$ cat src/rtl/writeback_unit.sv
// Writeback stage: merges ALU/CSR results (valid/ready, buffered in a small FIFO)
// and load responses (no backpressure) onto one registered register-file write port.
module writeback_unit #(
  parameter int RF_ADDR_LEN = 5,
  parameter int RF_DATA_LEN = 32,
  parameter int FIFO_DEPTH  = 2
) (
  input  logic                   clk,
  input  logic                   rst,
  input  logic                   i_alu_valid,
  output logic                   o_alu_ready,
  input  logic [RF_ADDR_LEN-1:0] i_alu_rd_addr,
  input  logic [RF_DATA_LEN-1:0] i_alu_data,
  input  logic                   i_ld_valid,
  input  logic [RF_ADDR_LEN-1:0] i_ld_rd_addr,
  input  logic [2:0]             i_ld_funct3,
  input  logic [1:0]             i_ld_byte_off,
  input  logic [RF_DATA_LEN-1:0] i_ld_rdata,
  output logic                   o_rf_w_en,
  output logic [RF_ADDR_LEN-1:0] o_rf_rd_addr,
  output logic [RF_DATA_LEN-1:0] o_rf_rd_write_data,
  output logic                   o_fwd_valid,
  output logic [RF_ADDR_LEN-1:0] o_fwd_addr,
  output logic [RF_DATA_LEN-1:0] o_fwd_data,
  output logic                   o_busy
);

  localparam int CNT_W = $clog2(FIFO_DEPTH + 1);
  localparam int PTR_W = (FIFO_DEPTH > 1) ? $clog2(FIFO_DEPTH) : 1;
  localparam logic [CNT_W-1:0] DEPTH_C  = CNT_W'(FIFO_DEPTH);
  localparam logic [PTR_W-1:0] LAST_PTR = PTR_W'(FIFO_DEPTH - 1);

  logic [RF_ADDR_LEN-1:0] r_mem_addr [FIFO_DEPTH];
  logic [RF_DATA_LEN-1:0] r_mem_data [FIFO_DEPTH];
  logic [CNT_W-1:0]       r_count;
  logic [PTR_W-1:0]       r_wptr;
  logic [PTR_W-1:0]       r_rptr;

  logic                   r_w_en;
  logic [RF_ADDR_LEN-1:0] r_rd_addr;
  logic [RF_DATA_LEN-1:0] r_rd_data;

  logic                   w_fifo_empty;
  logic                   w_alu_fire;
  logic                   w_push;
  logic                   w_pop;
  logic                   w_sel_valid;
  logic [RF_ADDR_LEN-1:0] w_sel_addr;
  logic [RF_DATA_LEN-1:0] w_sel_data;
  logic [7:0]             w_ld_byte;
  logic [15:0]            w_ld_half;
  logic [RF_DATA_LEN-1:0] w_ld_data;

  assign w_fifo_empty = (r_count == '0);
  assign o_alu_ready  = (r_count < DEPTH_C);
  assign w_alu_fire   = i_alu_valid && o_alu_ready;
  // ALU results queue behind a load or behind older buffered results to keep ALU order.
  assign w_push       = w_alu_fire && (i_ld_valid || !w_fifo_empty);
  assign w_pop        = !i_ld_valid && !w_fifo_empty;

  always_comb begin
    w_ld_byte = i_ld_rdata[{i_ld_byte_off, 3'b000} +: 8];
    w_ld_half = i_ld_byte_off[1] ? i_ld_rdata[31:16] : i_ld_rdata[15:0];
    case (i_ld_funct3)
      3'b000:  w_ld_data = {{(RF_DATA_LEN-8){w_ld_byte[7]}}, w_ld_byte};
      3'b001:  w_ld_data = {{(RF_DATA_LEN-16){w_ld_half[15]}}, w_ld_half};
      3'b010:  w_ld_data = i_ld_rdata;
      3'b100:  w_ld_data = {{(RF_DATA_LEN-8){1'b0}}, w_ld_byte};
      3'b101:  w_ld_data = {{(RF_DATA_LEN-16){1'b0}}, w_ld_half};
      default: w_ld_data = '0;
    endcase
  end

  always_comb begin
    w_sel_valid = 1'b0;
    w_sel_addr  = '0;
    w_sel_data  = '0;
    if (i_ld_valid) begin
      w_sel_valid = 1'b1;
      w_sel_addr  = i_ld_rd_addr;
      w_sel_data  = w_ld_data;
    end else if (!w_fifo_empty) begin
      w_sel_valid = 1'b1;
      w_sel_addr  = r_mem_addr[r_rptr];
      w_sel_data  = r_mem_data[r_rptr];
    end else if (i_alu_valid) begin
      w_sel_valid = 1'b1;
      w_sel_addr  = i_alu_rd_addr;
      w_sel_data  = i_alu_data;
    end
  end

  always_ff @(posedge clk) begin
    if (rst) begin
      r_count <= '0;
      r_wptr  <= '0;
      r_rptr  <= '0;
    end else begin
      if (w_push) begin
        r_mem_addr[r_wptr] <= i_alu_rd_addr;
        r_mem_data[r_wptr] <= i_alu_data;
        r_wptr             <= (r_wptr == LAST_PTR) ? '0 : r_wptr + 1'b1;
      end
      if (w_pop)
        r_rptr <= (r_rptr == LAST_PTR) ? '0 : r_rptr + 1'b1;
      if (w_push && !w_pop)
        r_count <= r_count + 1'b1;
      else if (w_pop && !w_push)
        r_count <= r_count - 1'b1;
    end
  end

  // x0 results are consumed but never written; addr/data hold when idle.
  always_ff @(posedge clk) begin
    if (rst) begin
      r_w_en    <= 1'b0;
      r_rd_addr <= '0;
      r_rd_data <= '0;
    end else if (w_sel_valid) begin
      r_w_en    <= (w_sel_addr != '0);
      r_rd_addr <= w_sel_addr;
      r_rd_data <= w_sel_data;
    end else begin
      r_w_en    <= 1'b0;
    end
  end

  assign o_rf_w_en          = r_w_en;
  assign o_rf_rd_addr       = r_rd_addr;
  assign o_rf_rd_write_data = r_rd_data;
  assign o_fwd_valid        = r_w_en;
  assign o_fwd_addr         = r_rd_addr;
  assign o_fwd_data         = r_rd_data;
  assign o_busy             = !w_fifo_empty || r_w_en;

endmodule

$ cat config.mk
export PLATFORM = sky130hd
export DESIGN_NAME = writeback_unit
export DESIGN_NICKNAME = d
export VERILOG_FILES = /design/src/rtl/writeback_unit.sv
export SDC_FILE = /design/constraint.sdc
export NUM_CORES = 1
export LEC_CHECK = 0
export ABC_CLOCK_PERIOD_IN_PS = 8900
export BUFFER_PORTS_ARGS = -buffer_cell sky130_fd_sc_hd__buf_2
export CORE_ASPECT_RATIO = 0.5
export CORE_MARGIN = 10
export CORE_UTILIZATION = 45
export CTS_CLUSTER_SIZE = 24
export DETAILED_ROUTE_END_ITERATION = 7
export PLACE_DENSITY = 0.71
export SLEW_MARGIN = 20
export SYNTH_ARGS = -nofsm -noshare
export SYNTH_HDL_FRONTEND = slang
export SYNTH_SLANG_ARGS = --single-unit
$ cat constraint.sdc
create_clock -name clk -period 8.9 [get_ports clk]
set_clock_uncertainty 0.05 [all_clocks]
set_input_delay 0.445 -clock clk [delete_from_list [all_inputs] [get_ports clk]]
set_output_delay 0.445 -clock clk [all_outputs]
set_load 0.03 [all_outputs]
Word level (Yosys, flattened, before mapping)
Memories as Yosys holds them, arrays and structs flattened. A register that Yosys moved wholly into a read port is not among the register bits.
Index checks and enable logic that the tools add are counted.
{"block": "word_totals", "reg_bits": 42, "mem_bits_rw": 74, "input_bits": 83, "output_inout_bits": 78, "n_memories": 2}
{"block": "op_classes", "add_sub_neg": 4, "n_lt_le_gt_ge": 1, "n_eq_ne": 4, "n_shift": 1, "n_mux": 22, "bitwise": 1, "n_reduce_logical": 16}
{"memory": "r_mem_data", "depth": 2, "word_bits": 32, "rd": 1, "rd_clocked_by_memory_dff": 1, "write_ports": 1, "line_no": "34", "text": "logic [RF_DATA_LEN-1:0] r_mem_data [FIFO_DEPTH];"}
{"memory": "r_mem_addr", "depth": 2, "word_bits": 5, "rd": 1, "rd_clocked_by_memory_dff": 1, "write_ports": 1, "line_no": "33", "text": "logic [RF_ADDR_LEN-1:0] r_mem_addr [FIFO_DEPTH];"}
{"cell": "$pmux 32 s5", "count": 1}
{"cell": "$mux 32", "count": 3}
{"cell": "$shiftx 32x6->8", "count": 1}
{"cell": "$mux 16", "count": 1}
{"cell": "$mux 5", "count": 3}
{"cell": "$mux 1", "count": 12}
{"cell": "$eq 3x3->1 const B", "count": 2}
{"cell": "$logic_and 1x1->1", "count": 5}
{"cell": "$reduce_bool 5->1", "count": 1}
{"cell": "$logic_not 1->1", "count": 4}
{"cell": "$mux 2", "count": 2}
{"cell": "$eq 3x1->1 const B", "count": 1}
{"cell": "$eq 3x2->1 const B", "count": 1}
{"cell": "$logic_not 3->1", "count": 1}
{"cell": "$add 1x1->1 const B", "count": 2}
{"cell": "$add 2x1->2 const B", "count": 1}
{"cell": "$logic_not 2->1", "count": 1}
{"cell": "$logic_or 1x1->1", "count": 2}
{"cell": "$lt 2x2->1 const B", "count": 1}
{"cell": "$reduce_bool 2->1", "count": 1}
{"cell": "$reduce_or 2->1", "count": 1}
{"cell": "$sub 2x1->2 const B", "count": 1}
{"cell": "$not 1->1", "count": 1}

Depth between registers and ports, before layout
{"block": "logic_depth", "ltp_word": 8, "ltp_mapped": 7}

Worst setup path after synthesis
OpenSTA, ideal clock, no wires.
{"block": "synth_timing", "kind": "input -> register", "from": "input i_ld_valid", "to": "memory r_mem_addr[1][0] (enable)", "setup_ns": 0.524, "arrival_time_ns": 4.626, "required_time_ns": 8.326, "setup_slack_ns": 3.700, "cell_stages": 4, "n_path_buf": 2, "path_cell_list": "or3_1 -> buf_4 -> clkbuf_1 -> nor4bb_1"}
{"block": "synth_between", "elab_chain_cells": 5}
{"item": "start, declared", "line_no": "14", "text": "input logic i_ld_valid,"}
{"item": "$logic_or 1x1->1", "line_no": "58", "text": "assign w_push = w_alu_fire && (i_ld_valid || !w_fifo_empty);"}
{"item": "$logic_and 1x1->1", "line_no": "58"}
{"item": "$mux 1", "line_no": "99", "text": "if (w_push) begin"}
{"item": "$mux 1", "line_no": "94", "text": "if (rst) begin"}
{"item": "$mux 1 (implied by the code)", "line_no": "100", "text": "r_mem_addr[r_wptr] <= i_alu_rd_addr;"}
{"item": "end, declared", "line_no": "33"}
Every way passes these cells.

Worst setup path in the final report
{"block": "layout_timing", "from": "register r_count[0]", "to": "register r_rd_data[23], in the netlist o_fwd_data[23]"}
{"block": "layout_between", "elab_chain_cells": 3}
{"item": "start, declared", "line_no": "35", "text": "logic [CNT_W-1:0] r_count;"}
{"item": "start signal, assigned", "line_no": "107", "text": "r_count <= r_count + 1'b1;"}
{"item": "start signal, assigned", "line_no": "109", "text": "r_count <= r_count - 1'b1;"}
{"item": "$logic_not 2->1 *", "line_no": "54", "text": "assign w_fifo_empty = (r_count == '0);"}
{"item": "$mux 32 / $mux 1 (equally long branches)", "line_no": "82", "text": "end else if (!w_fifo_empty) begin"}
{"item": "$mux 32 / $mux 1 (equally long branches)", "line_no": "78", "text": "if (i_ld_valid) begin"}
{"item": "end signal, assigned", "line_no": "122", "text": "r_rd_data <= w_sel_data;"}
{"item": "end, declared", "line_no": "41", "text": "logic [RF_DATA_LEN-1:0] r_rd_data;"}
Mark *: on every way between the ends. The rest lies on a longest branch, timed or not.
A chain may end at the register's enable or synchronous reset.

==> impl_results.md <==
- Outcome: finished clean
- Syn Std Cell Area: 5600 sq um
- H-tree levels: 4
- Worst hold path class: in -> reg
- Final Wtd Congestion: 0.944
- Max-slew headroom at the worst pin: 41.8%
- Period utilization: 22.4%
- #FFs+latches synth: 117
- Number of cells after detailed placement: 760
- YS warnings: 0
- Max clock buf depth: 2
- Async set-reset flop share out of synthesis: 0%
- Data arrival, critical path: 2.21 ns
- Worst EP required: 9.12 ns
- Dominant cell type by area after synthesis: edfxtp_1
- Final WL: 15400 um
- Initial antenna violation count: 3
- Core area: 12000 sq um
- Rows: 28
- Hold_sp: i_alu_data[31]
- Post-CTS Setup Bufs: 0
- Syn Inst Count: 505
- Root Buffer Master: clkbuf_16
- Crit path capture type: flip-flop
- Via count: 4313
- CP Class: reg -> reg
- Pwr dens: 228 nW/um^2
- Total grt overflow: 0
- Final-report max-slew violation count: 0
- Cell Area, Placed: 6200 sq um
- CP Launch Type: flip-flop
- Worst R2R Start: r_count[0]
- # hold bufs at CTS: 0
- Port buffer count: 160
- Clock tree sinks: 117
- Setup WS post-layout: 6.90 ns
- Clk_lat worst skew: 0.41 ns
- Place WS: 6.50 ns
- Num CTS Buffers: 17
- Max FO, Critical Path: 35
- Mean Syn Cell Area: 11.1 sq um
- First-pass GRT wire length: 23700 um
- P_leak: 0.00272 uW
- Vias in the first global route: 4398
- Post-route ant nets: 0
- Main synth FF type: edfxtp_1
- Non-Filler Instances: 793
- Dpl hpwl: 10900 um
- Total chip power: 1550 uW
- Setup crit start: r_count[0]
- Post-route cell area: 6800 sq um
- Initial core utilization: 46.7%
- Tmin final: 2.00 ns
- RSZ-0062 raised after global routing: false
- Post-synthesis sequential area ratio: 55.1%
- # setup viols final: 0
- EDFF count, synth: 74
- Slew @ Worst Pin: 0.872 ns
- Nets: 697
- Yosys top cell area share: 39.7%
- Final count of hold timing violations: 0
- Share of cells above drive strength 1: 35.1%
- # fillers: 1043
- Area contributors post-synth: edfxtp_1 (40%), dfxtp_1 (15%), mux2i_1 (7.5%), buf_4 (5.4%), a21oi_1 (4.1%)
- Drt drc: 0
- Die X-Extent: 178 um
- Chip height: 98.9 um
- CTS clock-pin slew for the worst setup and hold paths: 0.05 ns
- P&R area growth vs syn: 21.5%
- Max Cap Violations: 0
- CTS resizes: 0
- DR iter-0 viols: 320
- Worst vdd ir: 0.000129 V
- DRT Pass-1 Iters: 5
- Yosys cell types: 42
- Largest net degree at the start of global routing: 39
- Vias per Instance: 5.44
- WL/cell: 19.4 um
- TritonCTS clock tree: built
- Die Area: 17600 sq um
- I/O Pins: 161
- Max frequency: 0.501 GHz
- GRT Util Overall: 17.2%
- Final setup TNS: 0 ns
- Net Count, Synth: 588
-- registers in the layout (all words and copies together), names as in the netlist, named ones only --
name         cells
r_rptr           1
o_fwd_valid      1
r_wptr           1
r_count          2
r_mem_addr      10
o_fwd_data      32
r_mem_data      64
o_fwd_addr       5
-- placed cells by master (no fill, tap or decap), types with 9 or more instances in the layout --
cell       count
buf_2        160
a21oi_2       11
edfxtp_1      74
inv_1         10
a221o_1        9
o221ai_1      16
nor3_1        13
clkbuf_16     17
nor2_1        59
a21oi_1       46
dfxtp_1       42
mux2i_1       42
o22ai_1       34
nand2_1       17
-- final cells by class --
cell class / count / area, sq um / area share, %
Timing Repair Buffer: 166 / 846 / 12.4
Inverter: 11 / 41.3 / 0.607
Multi-Input combinational cell: 301 / 2020 / 29.8
Tap cell: 165 / 206 / 3.04
Antenna cell: 2 / 5.00 / 0.0736
Clock inverter: 12 / 161 / 2.37
Sequential cell: 117 / 3080 / 45.4
Clock buffer: 19 / 433 / 6.37
-- logic make-up after synthesis --
kind of cell,Yosys count,share of synthesized area [%]
multiplexers,49,9.12
buffers and inverters,87,9.30
flip-flops,117,55.1
AND/OR/NAND/NOR,111,9.48
AO/OA/AOI/OAI,139,16.7
XOR/XNOR,2,0.313
-- path summary, 6_finish.rpt --
check	to	slack, ns	depth (start not counted)
min	r_mem_data[1][31]	0.19	1
max reg2reg	o_fwd_data[23]	6.90	5
max	o_fwd_data[23]	6.90	5
min reg2reg	o_fwd_addr[0]	0.42	2
-- worst max-delay path, cell delays in order, from the launching register on --
cell	delay, ns
dfxtp_1	0.38
or3_1	0.39
buf_4	0.28
nand2b_4	0.36
o221ai_1	0.33
a21oi_2	0.05
-- synth_stat cells, types with 2 or more instances --
cell type	number
nand2b_1	2
a21oi_2	11
or3_1	4
mux2_2	6
a211oi_1	3
nand3_1	4
nor3b_1	2
nor2_1	59
buf_2	17
o21ai_1	3
dfxtp_1	43
o22ai_1	34
a221o_1	9
mux2i_1	42
edfxtp_1	74
nor2b_1	2
clkbuf_1	14
a221oi_1	5
o22a_1	3
and2_1	2
buf_6	3
o221ai_1	16
o21ai_0	6
nor3_1	13
inv_1	10
nand2_1	17
buf_1	2
buf_4	40
a21oi_1	46
-- metrics by stage --
step,hold WS [ns],util [%]
after floorplan,0.416,-
after global placement,0.416,51.8
after detailed placement,0.418,51.8
after CTS,0.176,56.7
after global routing,0.172,56.7
final,0.187,56.8
-- layer usage --
metal | up-vias | GRT usage [%] | wire, um
met4 | 2 | 5.92 | 212
li1 | 2073 | - | -
met5 | - | 0 | 17
met1 | 2074 | 19.7 | 6260
met2 | 143 | 29.8 | 7980
met3 | 21 | 5.48 | 903
-- power by group --
group	switching, uW	leakage, uW	total [uW]	internal (uW)
combinational	159	0.00141	238	78.9
clock	232	0.000285	694	461
sequential	15.7	0.00103	619	603
Power figures use the tool's default switching activity.
